[config.mk]
export PLATFORM = sky130hd
export DESIGN_NAME = instr_fetch
export DESIGN_NICKNAME = d
export VERILOG_FILES = /design/src/rtl/instr_fetch.sv
export SDC_FILE = /design/constraint.sdc
export NUM_CORES = 1
export LEC_CHECK = 0
export ABC_AREA = 1
export CAP_MARGIN = 20
export CORE_MARGIN = 4
export CORE_UTILIZATION = 43
export CTS_CLUSTER_DIAMETER = 30
export CTS_CLUSTER_SIZE = 40
export DETAILED_ROUTE_END_ITERATION = 7
export GPL_ROUTABILITY_DRIVEN = 0
export PLACE_DENSITY_LB_ADDON = 0.1
export SETUP_SLACK_MARGIN = 0.02
export SLEW_MARGIN = 5
export SYNTH_ARGS = -nofsm -noshare
export SYNTH_HDL_FRONTEND = slang
export SYNTH_SLANG_ARGS = --single-unit
export TNS_END_PERCENT = 10
[constraint.sdc]
create_clock -name clk_i -period 9.1 [get_ports clk_i]
set_clock_uncertainty 0.1 [all_clocks]
set_input_delay 0.91 -clock clk_i [delete_from_list [all_inputs] [get_ports clk_i]]
set_output_delay 0.91 -clock clk_i [all_outputs]
set_load 0.005 [all_outputs]
[src/rtl/instr_fetch.sv]
// Instruction fetch stage: owns the PC, issues word fetches over a
// req/gnt/rvalid memory port, buffers returned words with their PCs and
// hands them to decode.
//
// Handshakes: the memory side accepts a request in any cycle where
// imem_req_o && imem_gnt_i, and returns exactly one in-order imem_rvalid_i
// per accepted request at least one cycle later. The decode side takes
// the FIFO head in any cycle where inst_valid_o && inst_ready_i. Once
// raised, inst_valid_o and inst_o/inst_pc_o stay put until that transfer
// or a redirect. imem_req_o and imem_addr_o stay put until a grant, except
// that a redirect cycle drops the request.
module instr_fetch #(
    parameter int              XLEN       = 32,
    parameter logic [XLEN-1:0] RESET_PC   = '0,
    parameter int              FIFO_DEPTH = 2
) (
    input  logic            clk_i,
    input  logic            rst_n_i,
    output logic            imem_req_o,
    output logic [XLEN-1:0] imem_addr_o,
    input  logic            imem_gnt_i,
    input  logic            imem_rvalid_i,
    input  logic [XLEN-1:0] imem_rdata_i,
    input  logic            redirect_i,
    input  logic [XLEN-1:0] redirect_pc_i,
    output logic            inst_valid_o,
    input  logic            inst_ready_i,
    output logic [XLEN-1:0] inst_o,
    output logic [XLEN-1:0] inst_pc_o
);

    localparam int PTR_W = (FIFO_DEPTH > 1) ? $clog2(FIFO_DEPTH) : 1;
    localparam int CNT_W = $clog2(FIFO_DEPTH + 1);
    localparam logic [CNT_W-1:0] CNT_ONE = CNT_W'(1);
    localparam logic [PTR_W-1:0] PTR_ONE = PTR_W'(1);
    localparam logic [CNT_W:0]   DEPTH_C = (CNT_W + 1)'(FIFO_DEPTH);

    logic [XLEN-1:0]  pc_q, pc_d;
    logic [CNT_W-1:0] out_q, out_d;            // requests granted, response not yet seen
    logic [CNT_W-1:0] drop_q, drop_d;          // in-flight responses orphaned by a redirect
    logic [CNT_W-1:0] fifo_cnt_q, fifo_cnt_d;
    logic [PTR_W-1:0] fifo_wr_q, fifo_wr_d, fifo_rd_q, fifo_rd_d;
    logic [PTR_W-1:0] pend_wr_q, pend_wr_d, pend_rd_q, pend_rd_d;

    logic [XLEN-1:0]  fifo_inst_q [FIFO_DEPTH];
    logic [XLEN-1:0]  fifo_pc_q   [FIFO_DEPTH];
    logic [XLEN-1:0]  pend_pc_q   [FIFO_DEPTH];

    logic             pop, fire, rsp, rsp_keep;
    logic [CNT_W-1:0] fifo_after_pop;
    logic [CNT_W:0]   in_use;

    // Low two redirect bits are forced to zero and never looked at.
    logic unused_redirect_lsbs;
    assign unused_redirect_lsbs = ^redirect_pc_i[1:0];

    // Handshake decode and fetch credit. An entry being popped this cycle
    // counts as free: its slot is gone before any new response can land,
    // which is what lets a 1-cycle memory sustain one fetch per cycle.
    always_comb begin
        pop            = (fifo_cnt_q != '0) && inst_ready_i && !redirect_i;
        fifo_after_pop = pop ? (fifo_cnt_q - CNT_ONE) : fifo_cnt_q;
        in_use         = {1'b0, fifo_after_pop} + {1'b0, out_q};
        imem_req_o     = rst_n_i && !redirect_i && (in_use < DEPTH_C);
        fire           = imem_req_o && imem_gnt_i;
        rsp            = imem_rvalid_i && (out_q != '0);
        rsp_keep       = rsp && (drop_q == '0) && !redirect_i;
    end

    // Next-state for PC, counters and queue pointers; redirect overrides last.
    always_comb begin
        pc_d       = pc_q;
        out_d      = out_q;
        drop_d     = drop_q;
        fifo_cnt_d = fifo_cnt_q;
        fifo_wr_d  = fifo_wr_q;
        fifo_rd_d  = fifo_rd_q;
        pend_wr_d  = pend_wr_q;
        pend_rd_d  = pend_rd_q;

        if (fire) begin
            pc_d      = pc_q + XLEN'(4);
            pend_wr_d = pend_wr_q + PTR_ONE;
        end

        if (fire && !rsp) begin
            out_d = out_q + CNT_ONE;
        end else if (!fire && rsp) begin
            out_d = out_q - CNT_ONE;
        end

        if (rsp && (drop_q != '0)) begin
            drop_d = drop_q - CNT_ONE;
        end

        if (rsp_keep) begin
            pend_rd_d = pend_rd_q + PTR_ONE;
            fifo_wr_d = fifo_wr_q + PTR_ONE;
        end
        if (pop) begin
            fifo_rd_d = fifo_rd_q + PTR_ONE;
        end

        case ({rsp_keep, pop})
            2'b10:   fifo_cnt_d = fifo_cnt_q + CNT_ONE;
            2'b01:   fifo_cnt_d = fifo_cnt_q - CNT_ONE;
            default: fifo_cnt_d = fifo_cnt_q;
        endcase

        // Everything still in flight after this cycle's response belongs
        // to the old path and must be swallowed.
        if (redirect_i) begin
            pc_d       = {redirect_pc_i[XLEN-1:2], 2'b00};
            fifo_cnt_d = '0;
            fifo_wr_d  = '0;
            fifo_rd_d  = '0;
            pend_wr_d  = '0;
            pend_rd_d  = '0;
            drop_d     = out_d;
        end
    end

    // Control state with asynchronous reset.
    always_ff @(posedge clk_i or negedge rst_n_i) begin
        if (!rst_n_i) begin
            pc_q       <= RESET_PC;
            out_q      <= '0;
            drop_q     <= '0;
            fifo_cnt_q <= '0;
            fifo_wr_q  <= '0;
            fifo_rd_q  <= '0;
            pend_wr_q  <= '0;
            pend_rd_q  <= '0;
        end else begin
            pc_q       <= pc_d;
            out_q      <= out_d;
            drop_q     <= drop_d;
            fifo_cnt_q <= fifo_cnt_d;
            fifo_wr_q  <= fifo_wr_d;
            fifo_rd_q  <= fifo_rd_d;
            pend_wr_q  <= pend_wr_d;
            pend_rd_q  <= pend_rd_d;
        end
    end

    // Data storage: pending PCs on grant, {pc, inst} on a kept response.
    always_ff @(posedge clk_i) begin
        if (fire) begin
            pend_pc_q[pend_wr_q] <= pc_q;
        end
        if (rsp_keep) begin
            fifo_inst_q[fifo_wr_q] <= imem_rdata_i;
            fifo_pc_q[fifo_wr_q]   <= pend_pc_q[pend_rd_q];
        end
    end

    // Outputs are zero whenever the buffer is empty, including in reset.
    assign imem_addr_o  = pc_q;
    assign inst_valid_o = (fifo_cnt_q != '0);
    assign inst_o       = inst_valid_o ? fifo_inst_q[fifo_rd_q] : '0;
    assign inst_pc_o    = inst_valid_o ? fifo_pc_q[fifo_rd_q]   : '0;

endmodule

==> flow_metrics.py <==
metrics = {
    "setup_path": {
        "worstPathMaxFanout": 64,
        "timing.setup.critical_path_class": "reg2out",
        "crit_path_start_kind": "flip-flop",
        "critPathLaunch": "fifo_cnt_q[0]",
        "worst_r2r_start": "fifo_cnt_q[0]",
        "timing.critical_path.arrival_ns": 3.67,
        "end_kind": "output port",
        "crit_required_ns": 8.09,
    },
    "placed_design": {
        "port_buffers": 161,
        "detailedPlacementHpwl_um": 13800,
        "preCtsSetupSlack_ns": 4.54,
    },
    "final_layout": {
        "diodes": 0,
        "nNetsFinal": 1209,
        "mostFrequentLayoutCells": "sky130_fd_sc_hd__nand2_1, sky130_fd_sc_hd__edfxtp_1, sky130_fd_sc_hd__nor2_1, sky130_fd_sc_hd__clkdlybuf4s50_1, sky130_fd_sc_hd__o21ai_0",
        "syn2layout_area_growth_pct": 36.5,
        "drive_gt1_frac": 0.0880,
        "mostFrequentLayoutCell": "sky130_fd_sc_hd__nand2_1",
        "finish.utilization": 0.601,
    },
    "power_and_ir_drop": {
        "clock_power_share": 0.428,
        "leakage_nw": 5.21,
        "cell_internal_pwr_mw": 2.89,
        "irDropWorstVdd_uv": 194,
        "power_density_nw_per_um2": 305,
        "swShare": 0.282,
        "p_sw_mw": 1.13,
        "power.total_mw": 4.02,
        "power.sequential.fraction": 0.337,
        "combPwrFrac": 0.235,
    },
    "clocking": {
        "clock_tree.htree_level_count": 2,
        "cts_root_buf": "sky130_fd_sc_hd__clkbuf_16",
        "cts-buffers-inserted": 46,
        "cts.sink_count": 224,
        "resized_after_cts": 0,
        "number_of_hold_buffers_added_after_cts": 0,
        "clock_insertion_delay_worst_skew_ns": 0.52,
        "cts_setup_buffers": 0,
        "cts_tree": "yes",
        "cts.path.max_buffers": 3,
        "clkTransAtPathRegs_ns": 0.04,
    },
    "routing": {
        "postRouteWirelength_um": 22400,
        "detailroute.via_count": 7002,
        "drc_errors": 0,
        "post_drt_wl_per_cell_um": 15.4,
        "violation_count_after_the_first_detailed_route_iteration": 400,
        "drt-vias-per-instance": 4.83,
        "firstDrtPassIters": 4,
        "antenna_left": 0,
    },
    "sta": {
        "setup_viol": 0,
        "finalWorstPathRequiredPeriod_ns": 4.68,
        "final_hold_viol_count": 0,
        "max_freq_mhz": 214,
        "tightest_slew_ns": 0.929,
        "post-route-period-util": 0.514,
        "unrepaired_setup_endpoints_after_global_routing": "no",
        "report.final.slew_viol_count": 0,
        "setup_tns_ns": 0,
        "maxSlewHeadroom": 0.379,
        "post-route-worst-setup-slack_ns": 4.42,
    },
    "die": {
        "die-width_um": 158,
        "io_pins": 168,
        "floorplan.initialDensity": 0.441,
        "die_area_um2": 25000,
        "core_area_um2": 22000,
        "die_boundary_height_um": 158,
        "placement_rows": 54,
    },
    "grt": {
        "grtUsageTotal": 0.181,
        "grt.overflow.total": 0,
        "grt_antenna_before_repair": 0,
        "first_pass_grt_wire_length_um": 35500,
        "grt_max_degree": 65,
        "grt_pass1_vias": 6825,
    },
    "synthesis": {
        "syn_inst": 951,
        "cell_types_with_the_largest_area_share_after_synthesis": "sky130_fd_sc_hd__edfxtp_1, sky130_fd_sc_hd__nand2_1, sky130_fd_sc_hd__dfrtp_1",
        "netlist_area_um2": 9670,
        "synth.distinct_cells": 34,
        "largest_area_contributor_in_the_netlist": "sky130_fd_sc_hd__edfxtp_1",
        "yosysSeqAreaShare": 0.675,
        "yosys.area.top_type_share": 0.571,
        "number_of_flip_flops_and_latches_in_the_synthesized_netlist": 224,
        "synthesis.yosys.warnings": 0,
        "avgSynthCellArea_um2": 10.2,
    },
    "job": {
        "max-cap-violations": 0,
    },
    "outcome": {
        "status": "complete, no violations",
    },
    "hold_path": {
        "hold_path_class": "in2async",
    },
}
critical path: stages, from the launching register on:
cell,delay [ns]
sky130_fd_sc_hd__dfrtp_1,0.39
sky130_fd_sc_hd__inv_1,0.06
sky130_fd_sc_hd__ha_1,0.19
sky130_fd_sc_hd__clkinv_1,0.04
sky130_fd_sc_hd__buf_4,0.46
sky130_fd_sc_hd__nand2_1,0.19
sky130_fd_sc_hd__nor2_1,0.30
sky130_fd_sc_hd__o21ai_0,0.17
sky130_fd_sc_hd__fa_1,0.53
sky130_fd_sc_hd__nand2_1,0.12
sky130_fd_sc_hd__nor2_8,0.18
sky130_fd_sc_hd__clkdlybuf4s50_1,0.51
cells in the mapped netlist:
cell and number:
sky130_fd_sc_hd__a21oi_1 5, sky130_fd_sc_hd__and2_1 1, sky130_fd_sc_hd__buf_1 3, sky130_fd_sc_hd__buf_2 2, sky130_fd_sc_hd__buf_4 4, sky130_fd_sc_hd__buf_6 4, sky130_fd_sc_hd__clkbuf_1 25, sky130_fd_sc_hd__clkinv_1 1
sky130_fd_sc_hd__conb_1 1, sky130_fd_sc_hd__dfrtp_1 40, sky130_fd_sc_hd__edfxtp_1 184, sky130_fd_sc_hd__fa_1 1, sky130_fd_sc_hd__ha_1 4, sky130_fd_sc_hd__inv_1 64, sky130_fd_sc_hd__inv_2 2, sky130_fd_sc_hd__inv_8 1
sky130_fd_sc_hd__nand2_1 281, sky130_fd_sc_hd__nand2_4 2, sky130_fd_sc_hd__nand2_8 1, sky130_fd_sc_hd__nand3_1 29, sky130_fd_sc_hd__nand4_1 1, sky130_fd_sc_hd__nor2_1 178, sky130_fd_sc_hd__nor2_2 2, sky130_fd_sc_hd__nor2_4 1
sky130_fd_sc_hd__nor2_8 1, sky130_fd_sc_hd__nor3_1 2, sky130_fd_sc_hd__nor3_2 1, sky130_fd_sc_hd__o211ai_1 9, sky130_fd_sc_hd__o21ai_0 83, sky130_fd_sc_hd__o21ai_1 7, sky130_fd_sc_hd__o21bai_1 3, sky130_fd_sc_hd__or2_2 1
sky130_fd_sc_hd__xnor2_1 2, sky130_fd_sc_hd__xor2_1 5
power by group through the flow:
stage	combinational, mW	sequential (mW)	clock, mW
floorplan	0.469	1.35	0
finish	0.946	1.35	1.72
detailed placement	0.957	1.37	0
global route	1.07	1.37	1.81
CTS	0.961	1.35	1.75
global placement	0.942	1.37	0
flip-flops by register name (all words and copies together) (netlist names):
register,flops
fifo_inst_q,64
fifo_pc_q,60
pend_pc_q,60
imem_addr_o,30
drop_q,2
fifo_cnt_q,2
out_q,2
fifo_rd_q,1
fifo_wr_q,1
pend_rd_q,1
pend_wr_q,1
final timing paths:
| path | slack (ns) | cells after the start | to |
|---|---|---|---|
| max | 4.42 | 11 | imem_req_o |
| min | 0.38 | 2 | drop_q[1] |
| max reg2reg | 5.14 | 12 | pend_pc_q[0][10] |
| min reg2reg | 0.42 | 2 | fifo_cnt_q[1] |
| max in group asynchronous | 8.11 | 2 | imem_addr_o[10] |
| min in group clk_i | 0.42 | 2 | fifo_cnt_q[1] |
cell type report:
cell class | count | area [µm²]
Clock buffer | 53 | 1250
Sequential cell | 224 | 6530
Timing Repair Buffer | 170 | 1690
Clock inverter | 31 | 380
Inverter | 68 | 263
Multi-Input combinational cell | 624 | 2740
Fill cell | 1790 | 8760
Tap cell | 280 | 350
cell families after synthesis:
logic type	after synthesis	synth area share
simple gates	501	0.206
flops	224	0.675
compound gates	107	0.0585
buf+inv	106	0.0468
xor+xnor	7	0.00634
fa+ha+maj	5	0.00724
other cells	1	0.000388
routing by layer:
metal | routed length [µm] | track usage | share of wire
met1 | 10000 | 0.239 | 0.45
met2 | 10300 | 0.292 | 0.46
met3 | 1500 | 0.0459 | 0.067
met4 | 527 | 0.0630 | 0.024
met5 | 0 | 0 | 0
metrics by stage:
stage | instances | area (µm²) | hold slack (ns)
after floorplan | 954 | 9680 | 0.369
after global placement | 1365 | 11500 | 0.403
after detailed placement | 1365 | 11500 | 0.410
after CTS | 1449 | 13200 | 0.394
after global routing | 1450 | 13200 | 0.420
final | 1450 | 13200 | 0.383
No activity file was read; power rests on OpenSTA's default activity.
